## config.mk

```make
export PLATFORM = sky130hd
export DESIGN_NAME = shared_bus_arbiter
export DESIGN_NICKNAME = d
export VERILOG_FILES = /design/src/rtl/shared_bus_pkg.sv /design/src/rtl/rr_pick.sv /design/src/rtl/shared_bus_arbiter.sv
export SDC_FILE = /design/constraint.sdc
export NUM_CORES = 1
export LEC_CHECK = 0
export ABC_AREA = 1
export CAP_MARGIN = 25
export CORE_MARGIN = 2
export CORE_UTILIZATION = 48
export DETAILED_ROUTE_END_ITERATION = 7
export GPL_TIMING_DRIVEN = 0
export PLACE_DENSITY_LB_ADDON = 0.05
export SETUP_SLACK_MARGIN = 0.4
export SLEW_MARGIN = 20
export SYNTH_ARGS = -nofsm -noshare
export SYNTH_HDL_FRONTEND = slang
export SYNTH_SLANG_ARGS = --single-unit
```

## constraint.sdc

```tcl
create_clock -name clk -period 1.35 [get_ports clk]
set_input_delay 0.27 -clock clk [delete_from_list [all_inputs] [get_ports clk]]
set_output_delay 0.27 -clock clk [all_outputs]
set_load 0.05 [all_outputs]
```

## src/rtl/shared_bus_pkg.sv

```systemverilog
// Shared types and defaults for the tri-state bus arbiter.
package shared_bus_pkg;

    typedef enum logic [1:0] {
        IDLE = 2'd0,
        OWN  = 2'd1,
        TURN = 2'd2
    } state_t;

    localparam int DEF_NREQ     = 4;
    localparam int DEF_MAX_HOLD = 8;
    localparam int HOLD_W       = 8;

endpackage

```

## src/rtl/rr_pick.sv

```systemverilog
// Combinational round-robin picker: search starts one past last_owner and wraps.
module rr_pick #(
    parameter int NREQ = 4
) (
    input  logic [NREQ-1:0]         req,
    input  logic [$clog2(NREQ)-1:0] last_owner,
    output logic                    valid,
    output logic [$clog2(NREQ)-1:0] winner
);

    localparam int IW = $clog2(NREQ);

    int unsigned w_idx;
    logic        w_found;

    always_comb begin
        w_found = 1'b0;
        w_idx   = 0;
        winner  = '0;
        for (int unsigned off = 1; off <= NREQ; off++) begin
            w_idx = 32'(last_owner) + off;
            if (w_idx >= NREQ) begin
                w_idx = w_idx - NREQ;
            end
            if (!w_found && req[w_idx]) begin
                w_found = 1'b1;
                winner  = IW'(w_idx);
            end
        end
        valid = w_found;
    end

endmodule

```

## src/rtl/shared_bus_arbiter.sv

```systemverilog
// Grants one requester at a time onto a shared tri-state net, with a hold limit
// and a mandatory one-cycle turnaround between owners.
module shared_bus_arbiter
    import shared_bus_pkg::*;
#(
    parameter int NREQ     = DEF_NREQ,
    parameter int MAX_HOLD = DEF_MAX_HOLD
) (
    input  logic                    clk,
    input  logic                    rstn,
    input  logic [NREQ-1:0]         req,
    output logic [NREQ-1:0]         gnt,
    output logic [NREQ-1:0]         drv_en,
    output logic [$clog2(NREQ)-1:0] owner_id,
    output logic                    bus_busy,
    output logic                    preempt
);

    localparam int IW = $clog2(NREQ);

    state_t            r_state;
    logic [NREQ-1:0]   r_gnt;
    logic [IW-1:0]     r_owner;
    logic [IW-1:0]     r_last;
    logic [HOLD_W-1:0] r_hold;
    logic              r_preempt;

    logic              w_valid;
    logic [IW-1:0]     w_win;

    rr_pick #(
        .NREQ (NREQ)
    ) u_pick (
        .req        (req),
        .last_owner (r_last),
        .valid      (w_valid),
        .winner     (w_win)
    );

    always_ff @(posedge clk or negedge rstn) begin
        if (!rstn) begin
            r_state   <= IDLE;
            r_gnt     <= '0;
            r_owner   <= '0;
            r_last    <= IW'(NREQ - 1);
            r_hold    <= '0;
            r_preempt <= 1'b0;
        end else begin
            r_preempt <= 1'b0;
            case (r_state)
                IDLE, TURN: begin
                    if (w_valid) begin
                        r_state <= OWN;
                        r_gnt   <= {{(NREQ-1){1'b0}}, 1'b1} << w_win;
                        r_owner <= w_win;
                        r_last  <= w_win;
                        r_hold  <= HOLD_W'(1);
                    end else begin
                        r_state <= IDLE;
                        r_gnt   <= '0;
                        r_owner <= '0;
                        r_hold  <= '0;
                    end
                end
                OWN: begin
                    // A release coinciding with the hold limit counts as voluntary,
                    // so preempt simply follows whether the owner still requests.
                    if (!req[r_owner] || (r_hold == HOLD_W'(MAX_HOLD))) begin
                        r_state   <= TURN;
                        r_gnt     <= '0;
                        r_owner   <= '0;
                        r_hold    <= '0;
                        r_preempt <= req[r_owner];
                    end else begin
                        r_hold <= r_hold + HOLD_W'(1);
                    end
                end
                default: begin
                    r_state <= IDLE;
                    r_gnt   <= '0;
                    r_owner <= '0;
                    r_hold  <= '0;
                end
            endcase
        end
    end

    assign gnt      = r_gnt;
    assign drv_en   = r_gnt;
    assign owner_id = r_owner;
    assign bus_busy = |r_gnt;
    assign preempt  = r_preempt;

endmodule

```

After elaboration in Yosys (flattened, before gate mapping)
Cells that the tools add are included.
{ "classes": {"n_reduce_logical": 12, "n_eq_ne": 4, "n_shift": 1, "n_mux": 36, "magnitude_cmp": 9, "n_addsub": 9} }
{ "op_table": {"columns": ["cell", "count"], "rows": [
  ["greater-or-equal comparator 32 x 3 -> 1 bit (second input constant)", 4],
  ["less-than comparator 32 x 3 -> 1 bit (second input constant)", 4],
  ["2-to-1 mux 32 bit", 4],
  ["subtractor 32 x 3 -> 32 bit (second input constant)", 4],
  ["case mux 8 bit (2 select lines)", 1],
  ["2-to-1 mux 2 bit", 7],
  ["2-to-1 mux 1 bit", 13],
  ["binary-select mux 1 bit (select 2 bit)", 5],
  ["adder 8 x 1 -> 8 bit (second input constant)", 1],
  ["== test 8 x 4 -> 1 bit (second input constant)", 1],
  ["2-to-1 mux 4 bit", 2],
  ["2-to-1 mux 8 bit", 1],
  ["case mux 2 bit (2 select lines)", 2],
  ["case mux 4 bit (2 select lines)", 1],
  ["adder 2 x 2 -> 3 bit (second input constant)", 2],
  ["adder 2 x 3 -> 4 bit (second input constant)", 1],
  ["logical NOT 1 bit", 4],
  ["OR reduction 4 bit", 1],
  ["left shift 1 x 2 -> 4 bit (first input constant)", 1],
  ["adder 2 x 1 -> 3 bit (second input constant)", 1],
  ["logical AND 1 bit", 3],
  ["less-than comparator 2 x 3 -> 1 bit (second input constant)", 1],
  ["== test 2 x 1 -> 1 bit (second input constant)", 1],
  ["== test 2 bit (second input constant)", 1],
  ["other kinds (5)", 5]
]} }
{ "totals": {"input_bits": 6, "out_inout_bits": 12, "reg_bits": 19} }

Logic depth before layout (Yosys ltp)
Gate-level depths: netlist (run 1).
{ "logic_depth": {"depth_word": 18, "mapped_depth": 13, "ltp_nobuf": 12} }

Hierarchy
A second synthesis (run 1) with hierarchy kept.
{ "hier_totals": {"cells_unflattened": 183, "area_unflattened_um2": 1285.0} }
{ "by_module_without_submodules": {"columns": ["module", "n_inst", "area_per_inst_um2", "cells_each", "seq_area_each_um2"], "rows": [
  ["shared_bus_arbiter", 1, 1013.5, 131, 478.0],
  ["rr_pick", 1, 271.5, 52, 0.0]
]} }

Worst setup path after synthesis (run 1)
OpenSTA, ideal clock, no wires.
{ "synth_path": {"path_type": "register to output", "start": "reg r_gnt[1] (netlist: drv_en[1])", "end": "out bus_busy", "arrival_ns": 1.397, "required_time_ns": 1.080, "setup_slack_ns": -0.317, "stages_incl_launch_ff": 2, "path_cell_list": "dfrtp_1 -> or4_1"} }
{ "synth_between": {"elab_chain_len": 1} }
{ "synth_lines": {"columns": ["element", "line_no", "text"], "rows": [
  ["start: declaration", "shared_bus_arbiter.sv:22", "logic [NREQ-1:0] r_gnt;"],
  ["start signal: assignment", "shared_bus_arbiter.sv:54", "r_gnt <= {{(NREQ-1){1'b0}}, 1'b1} << w_win;"],
  ["OR reduction 4 bit", "shared_bus_arbiter.sv:91", "assign bus_busy = |r_gnt;"],
  ["end: declaration", "shared_bus_arbiter.sv:15", "output logic bus_busy,"]
]} }
No other way between the ends.

Worst setup path after layout (run 1)
{ "layout_path": {"start": "reg r_gnt[2] (netlist: drv_en[2])", "end": "out bus_busy"} }
Same word-level chain as after synthesis.

==> impl_metrics.py, run 1 <==
metrics = {
    "run_status": {
        "status": "finished, violations left",
        "failing_checks": "setup timing",
    },
    "finish": {
        "nNetsFinal": 220,
        "final_layout_size_suffix_gt1_share_pct": 69.2,
        "final_cell_count_without_fillers": 241,
        "area_of_the_multi_input_gates_um2": 876,
        "diodes": 0,
        "area_used_by_sequential_logic_in_the_layout_um2": 487,
        "area.growth.synth_to_final_pct": 73.3,
        "mostFrequentLayoutCell": "sky130_fd_sc_hd__nand2_2",
        "fraction_of_the_core_area_covered_by_cells_at_the_end_of_the_flow_pct": 87.1,
        "filler_cell_count": 118,
        "mostFrequentLayoutCells": "sky130_fd_sc_hd__nand2_2, sky130_fd_sc_hd__buf_4, sky130_fd_sc_hd__buf_6",
    },
    "logic_synthesis": {
        "synthCells": 157,
        "synth_enable_flop_cells": 0,
        "ys_async_sr_fraction_pct": 100,
        "avgSynthCellArea_um2": 7.86,
        "ys_seq_elements": 19,
        "synth.yosys.seq_area_share_pct": 38.7,
        "synth_nets": 165,
        "synth.lib_cells_used.distinct": 28,
        "yosysWarningCount": 0,
        "synth_top_flop_cell": "sky130_fd_sc_hd__dfrtp_1",
        "netlist_area_mm2": 0.00123,
    },
    "sta": {
        "setup_violations": 16,
        "timing.clock.skew_ns": 0.00133,
        "worst_slew_pin_slew_ns": 0.883,
        "max-slew-margin-rel_pct": 41.1,
        "postLayoutSetupSlackWorst_ns": -0.387,
        "final.min_clock_period_ns": 1.74,
        "timing.hold.ws_ns": 0.166,
        "setup_total_negative_slack_ns": -4.11,
        "final-max-slew-violation-count": 0,
        "rsz0062_at_grt": "yes",
        "timing.fmax_mhz": 576,
        "min_period_over_period_pct": 129,
        "finalHoldViolations": 0,
    },
    "grt": {
        "first_global_vias": 1158,
        "grt.total_usage_pct": 22.9,
        "globalRouteOverflowTotal": 0,
        "grt_pass1_wl_mm": 4.91,
        "maximum_number_of_pins_on_one_net_before_global_route_repair": 20,
        "antenna_violations_before_repair": 0,
    },
    "placement": {
        "input_output_buffers": 17,
        "place.detailed.hpwl_mm": 1.94,
        "place.detailed.instances": 204,
        "place_congestion": 0.749,
    },
    "drt": {
        "remaining_drc_errors": 0,
        "post_drt_wl_per_cell_um": 17.2,
        "drt-initial-drc-count": 33,
        "drt_pre_antenna_iters": 4,
        "routed_wl_mm": 4.15,
        "drt.antenna.violating_nets": 0,
        "vias": 1316,
        "via_cell_ratio": 5.46,
    },
    "critical_path": {
        "crit_arrival_ns": 1.47,
        "setup.worst_path.class": "flip-flop to primary output",
        "critPathMaxFanout": 2,
        "endpoint_kind": "primary output",
        "crit_path_start_kind": "flip-flop",
        "critPathRequiredTime_ns": 1.08,
    },
    "clock_network": {
        "tritoncts.num_buffers": 3,
        "clkSinkCount": 19,
        "clkSlewWorstSetupHoldPaths_ns": 0.11,
        "clockRootBuffer": "sky130_fd_sc_hd__clkbuf_4",
        "h-tree-depth": 1,
        "cts_tree": "done",
        "worst_skew_pair.late_latency_ns": 0.29,
        "cts-root-to-sink-buffers": 2,
        "holdBufCountCts": 0,
    },
    "worst_hold_path": {
        "hold_path_class": "input pin to async pin",
    },
    "floorplanning": {
        "die-area_mm2": 0.00299,
        "die_width_um": 54.7,
        "core_region_area_mm2": 0.00245,
        "io-pin-count": 18,
        "start_util_pct": 50.3,
        "die_height_um": 54.7,
        "floorplan.rows": 18,
    },
    "power": {
        "p_total_mw": 5.40,
        "total_leakage_power_nw": 1.01,
        "pwr_density_cell_mw_per_mm2": 2530,
        "power.ir.vdd_worst_v": 0.00209,
    },
    "run": {
        "maxCapViolations": 0,
    },
}
## per-stage QoR
| stage | worst slack (ns) | cell area [um2] |
|---|---|---|
| 2_1_floorplan | -0.109 | 1290 |
| 3_3_place_gp | -0.561 | 1500 |
| 3_5_place_dp | -0.567 | 1500 |
| 4_1_cts | -0.332 | 1930 |
| 5_1_grt | -0.435 | 2140 |
| 6_report | -0.387 | 2140 |
## sequential cells by signal (all words and copies together) (netlist names)
register  count
r_state       2
r_last        2
preempt       1
owner_id      2
drv_en        4
r_hold        8
## worst max-delay path, cell delays in order (launching register included)
cell and delay [ns]:
sky130_fd_sc_hd__dfrtp_2 0.45, sky130_fd_sc_hd__or4_4 0.55, sky130_fd_sc_hd__buf_8 0.17
## report_power, final
part           total (mW)  internal (mW)  switching (mW)
clock network       0.286          0.115           0.171
registers           0.913          0.754           0.159
logic                4.21           1.80            2.41
## path summary, 6_finish.rpt
path                                       start                 endpoint  slack [ns]  cells after the start
max reg2reg                r_last[0]$_DFFE_PN1N_    drv_en[1]$_DFFE_PN0P_       -0.39                     11
min                                         rstn      r_hold[3]$_DFF_PN0_        0.17                      1
max in group asynchronous                   rstn  owner_id[1]$_DFFE_PN0P_        0.59                      1
min in group clk             r_hold[0]$_DFF_PN0_      r_hold[0]$_DFF_PN0_        0.58                      1
min reg2reg                  r_hold[0]$_DFF_PN0_      r_hold[0]$_DFF_PN0_        0.58                      1
max                        drv_en[2]$_DFFE_PN0P_                 bus_busy       -0.39                      2
## logic make-up (layout without fill, tap and decap cells)
group                      after synthesis  count (layout)  synth area share (%)
and+or+nand+nor                         93              93                  40.5
xor gates and xnor gates                 3               3                  2.13
DFF                                     19              19                  38.7
adders and majority gates                2               2                  2.03
buffers and inverters                   28              82                  11.3
AOI/OAI and AO/OA                       12              12                  5.37
## layer usage
metal	GRT usage [%]	wire, um	share of wire (%)	vias to the layer above
met5	0	0	0	-
met2	44.0	2440	59	41
met3	4.10	97	2.3	15
met1	24.4	1460	35	653
li1	-	-	-	607
met4	8.33	150	3.6	0
## timing repair
action | CTS | global route
endpoints found under the setup margin | 48 | 35
pin swaps | 28 | 23
setup buffers | 23 | 8
cloned | 2 | 0
gates resized for setup | 141 | 39
## layout make-up
type,instances,share of cell area [%]
sequential,19,22.8
buffer,6,3.86
multi-input combinational,110,41.0
tap,30,1.76
inverter,22,4.56
clock buffer,4,1.23
timing repair buffer,50,24.9
## cells in the mapped netlist (all sizes together), types with 6 or more instances
library cell	count	share of area (%)
nor2	17	6.0
inv	22	7.3
nand3	11	5.3
dfrtp	17	34
nand2	53	23
o21ai	8	3.5
nand4	7	3.5
buf	6	4.0
Power figures use the tool's default switching activity.
==> run 2: changes to the inputs <==
Settings changed: CORE_MARGIN 2 to 3.
==> run 2 against run 1 <==
The flow still finishes with violations (setup timing); die area rose by 7.4%; clock skew up 0.0066 ns; maximum frequency is 2.6% lower; wire length up 13%.
==> impl_metrics.py, run 2 (synthesized netlist as in run 1, its figures left out) <==
metrics = {
    "sta": {
        "rsz0062_at_grt": "yes",
        "timing.clock.skew_ns": 0.00792,
        "postLayoutSetupSlackWorst_ns": -0.432,
        "finalHoldViolations": 0,
        "final.min_clock_period_ns": 1.78,
        "timing.fmax_mhz": 561,
        "worst_slew_pin_slew_ns": 0.923,
        "setup_violations": 17,
        "min_period_over_period_pct": 132,
        "max-slew-margin-rel_pct": 38.4,
        "final-max-slew-violation-count": 0,
    },
    "power": {
        "total_leakage_power_nw": 0.997,
        "p_total_mw": 5.41,
        "power.ir.vdd_worst_v": 0.00192,
        "pwr_density_cell_mw_per_mm2": 2570,
    },
    "clock_network": {
        "worst_skew_pair.late_latency_ns": 0.31,
        "cts-root-to-sink-buffers": 2,
        "tritoncts.num_buffers": 3,
        "h-tree-depth": 1,
        "clkSlewWorstSetupHoldPaths_ns": 0.11,
        "clockRootBuffer": "sky130_fd_sc_hd__clkbuf_4",
        "cts_tree": "done",
        "clkSinkCount": 19,
        "holdBufCountCts": 0,
    },
    "finish": {
        "largest_register_ffs": 8,
        "final_cell_count_without_fillers": 235,
        "mostFrequentLayoutCells": "sky130_fd_sc_hd__nand2_2, sky130_fd_sc_hd__buf_4, sky130_fd_sc_hd__nand2_1",
        "mostFrequentLayoutCell": "sky130_fd_sc_hd__nand2_2",
        "final_layout_size_suffix_gt1_share_pct": 67.6,
        "diodes": 0,
        "nNetsFinal": 216,
        "area.growth.synth_to_final_pct": 70.4,
        "largest-register": "r_hold",
    },
    "run": {
        "maxCapViolations": 0,
    },
    "drt": {
        "drt-initial-drc-count": 71,
        "met3_routed_wirelength_um": 328,
        "drt.antenna.violating_nets": 0,
        "via_cell_ratio": 6.02,
        "met2_wirelength_mm": 2.38,
        "remaining_drc_errors": 0,
        "routed_wl_mm": 4.70,
        "m1WireLength_mm": 1.78,
        "top_layer_used": "met4",
        "vias": 1414,
        "post_drt_wl_per_cell_um": 20.0,
        "drt_pre_antenna_iters": 4,
    },
    "placement": {
        "input_output_buffers": 17,
        "place.detailed.hpwl_mm": 1.93,
        "place.detailed.instances": 202,
        "place_congestion": 0.798,
    },
    "run_status": {
        "status": "finished, violations left",
        "failing_checks": "setup timing",
    },
    "critical_path": {
        "crit_path_buffers_inverters": 2,
        "worst_path_dominant_cell_family": "simple AND/OR/NAND/NOR gates",
        "crit_path_frequent_cell": "sky130_fd_sc_hd__nand2_2",
        "regToRegSetupSlack_ns": -0.43,
        "endpoint_kind": "flip-flop",
        "timing.critical_path.cells": "buf_12 > inv_12 > nand2_2 > nand2_2 > nand2_1 > nand2_2 > nand2_4 > nand2_2 > nand2_2 > nand2_4 > nor2_4 > nand2_1 > nand2_1",
        "crit_arrival_ns": 2.03,
        "worst_path_max_delay_cell": "sky130_fd_sc_hd__dfstp_2",
        "crit_path_start_kind": "flip-flop",
        "delay_of_the_slowest_cell_on_the_worst_path_ns": 0.61,
        "critPathRequiredTime_ns": 1.59,
        "setup.worst_path.class": "flip-flop to flip-flop",
        "critPathMaxFanout": 6,
        "worst-r2r-cell-count": 13,
        "path_depth": 13,
    },
    "grt": {
        "first_global_vias": 1204,
        "globalRouteOverflowTotal": 0,
        "antenna_violations_before_repair": 0,
        "grt_pass1_wl_mm": 5.24,
        "maximum_number_of_pins_on_one_net_before_global_route_repair": 20,
        "grt.total_usage_pct": 20.8,
    },
    "floorplanning": {
        "start_util_pct": 53.2,
        "die_height_um": 56.7,
        "io-pin-count": 18,
        "die_width_um": 56.7,
        "die-area_mm2": 0.00321,
        "core_region_area_mm2": 0.00232,
        "floorplan.rows": 17,
    },
    "worst_hold_path": {
        "hold_path_class": "input pin to async pin",
    },
}
-- run 2: per-layer routing --
metal | vias to the layer above | track usage [%]
met1 | 692 | 23.6
met4 | 0 | 6.78
li1 | 605 | -
met2 | 89 | 37.8
met3 | 28 | 4.60
met5 | - | 0
-- run 2: final timing paths --
kind,startpoint,endpoint
min in group clk,r_hold[0]$_DFF_PN0_,r_hold[0]$_DFF_PN0_
max,r_last[0]$_DFFE_PN1N_,drv_en[2]$_DFFE_PN0P_
max reg2reg,r_last[0]$_DFFE_PN1N_,drv_en[2]$_DFFE_PN0P_
max in group asynchronous,rstn,r_hold[1]$_DFF_PN0_
min,rstn,drv_en[2]$_DFFE_PN0P_
min reg2reg,r_hold[0]$_DFF_PN0_,r_hold[0]$_DFF_PN0_
-- run 2: area by class of cell --
type / instances / area, um2
Multi-Input combinational cell: 110 / 852
Timing Repair Buffer: 45 / 502
Sequential cell: 19 / 490
Fill cell: 92 / 216
Inverter: 22 / 100
Buffer: 6 / 87.6
Tap cell: 28 / 35.0
Clock buffer: 4 / 26.3
Timing Repair inverter: 1 / 8.76
-- run 2: where the power goes --
group / switching, mW / internal (mW) / leakage [nW]
Clock: 0.177 / 0.115 / 0.0150
Combinational: 2.43 / 1.71 / 0.749
Sequential: 0.209 / 0.761 / 0.234
Total: 2.82 / 2.59 / 0.997
-- run 2: timing repair --
action | in CTS | in global routing
resized for setup | 134 | 42
endpoints found under the setup margin | 48 | 31
buffers inserted | 12 | 14
cloned | 2 | 1
pin swaps | 10 | 15
-- run 2: metrics by stage --
step	TNS [ns]	hold WS, ns	cell area, um2	util, %	setup WS (ns)
2_1_floorplan	-0.904	-0.0256	1290	-	-0.109
3_3_place_gp	-7.48	0.522	1490	64.4	-0.554
3_5_place_dp	-8.82	0.545	1490	64.4	-0.564
4_1_cts	-2.72	0.195	1830	79.0	-0.349
5_1_grt	-5.55	0.232	2100	90.7	-0.512
6_report	-4.53	0.202	2100	90.7	-0.432
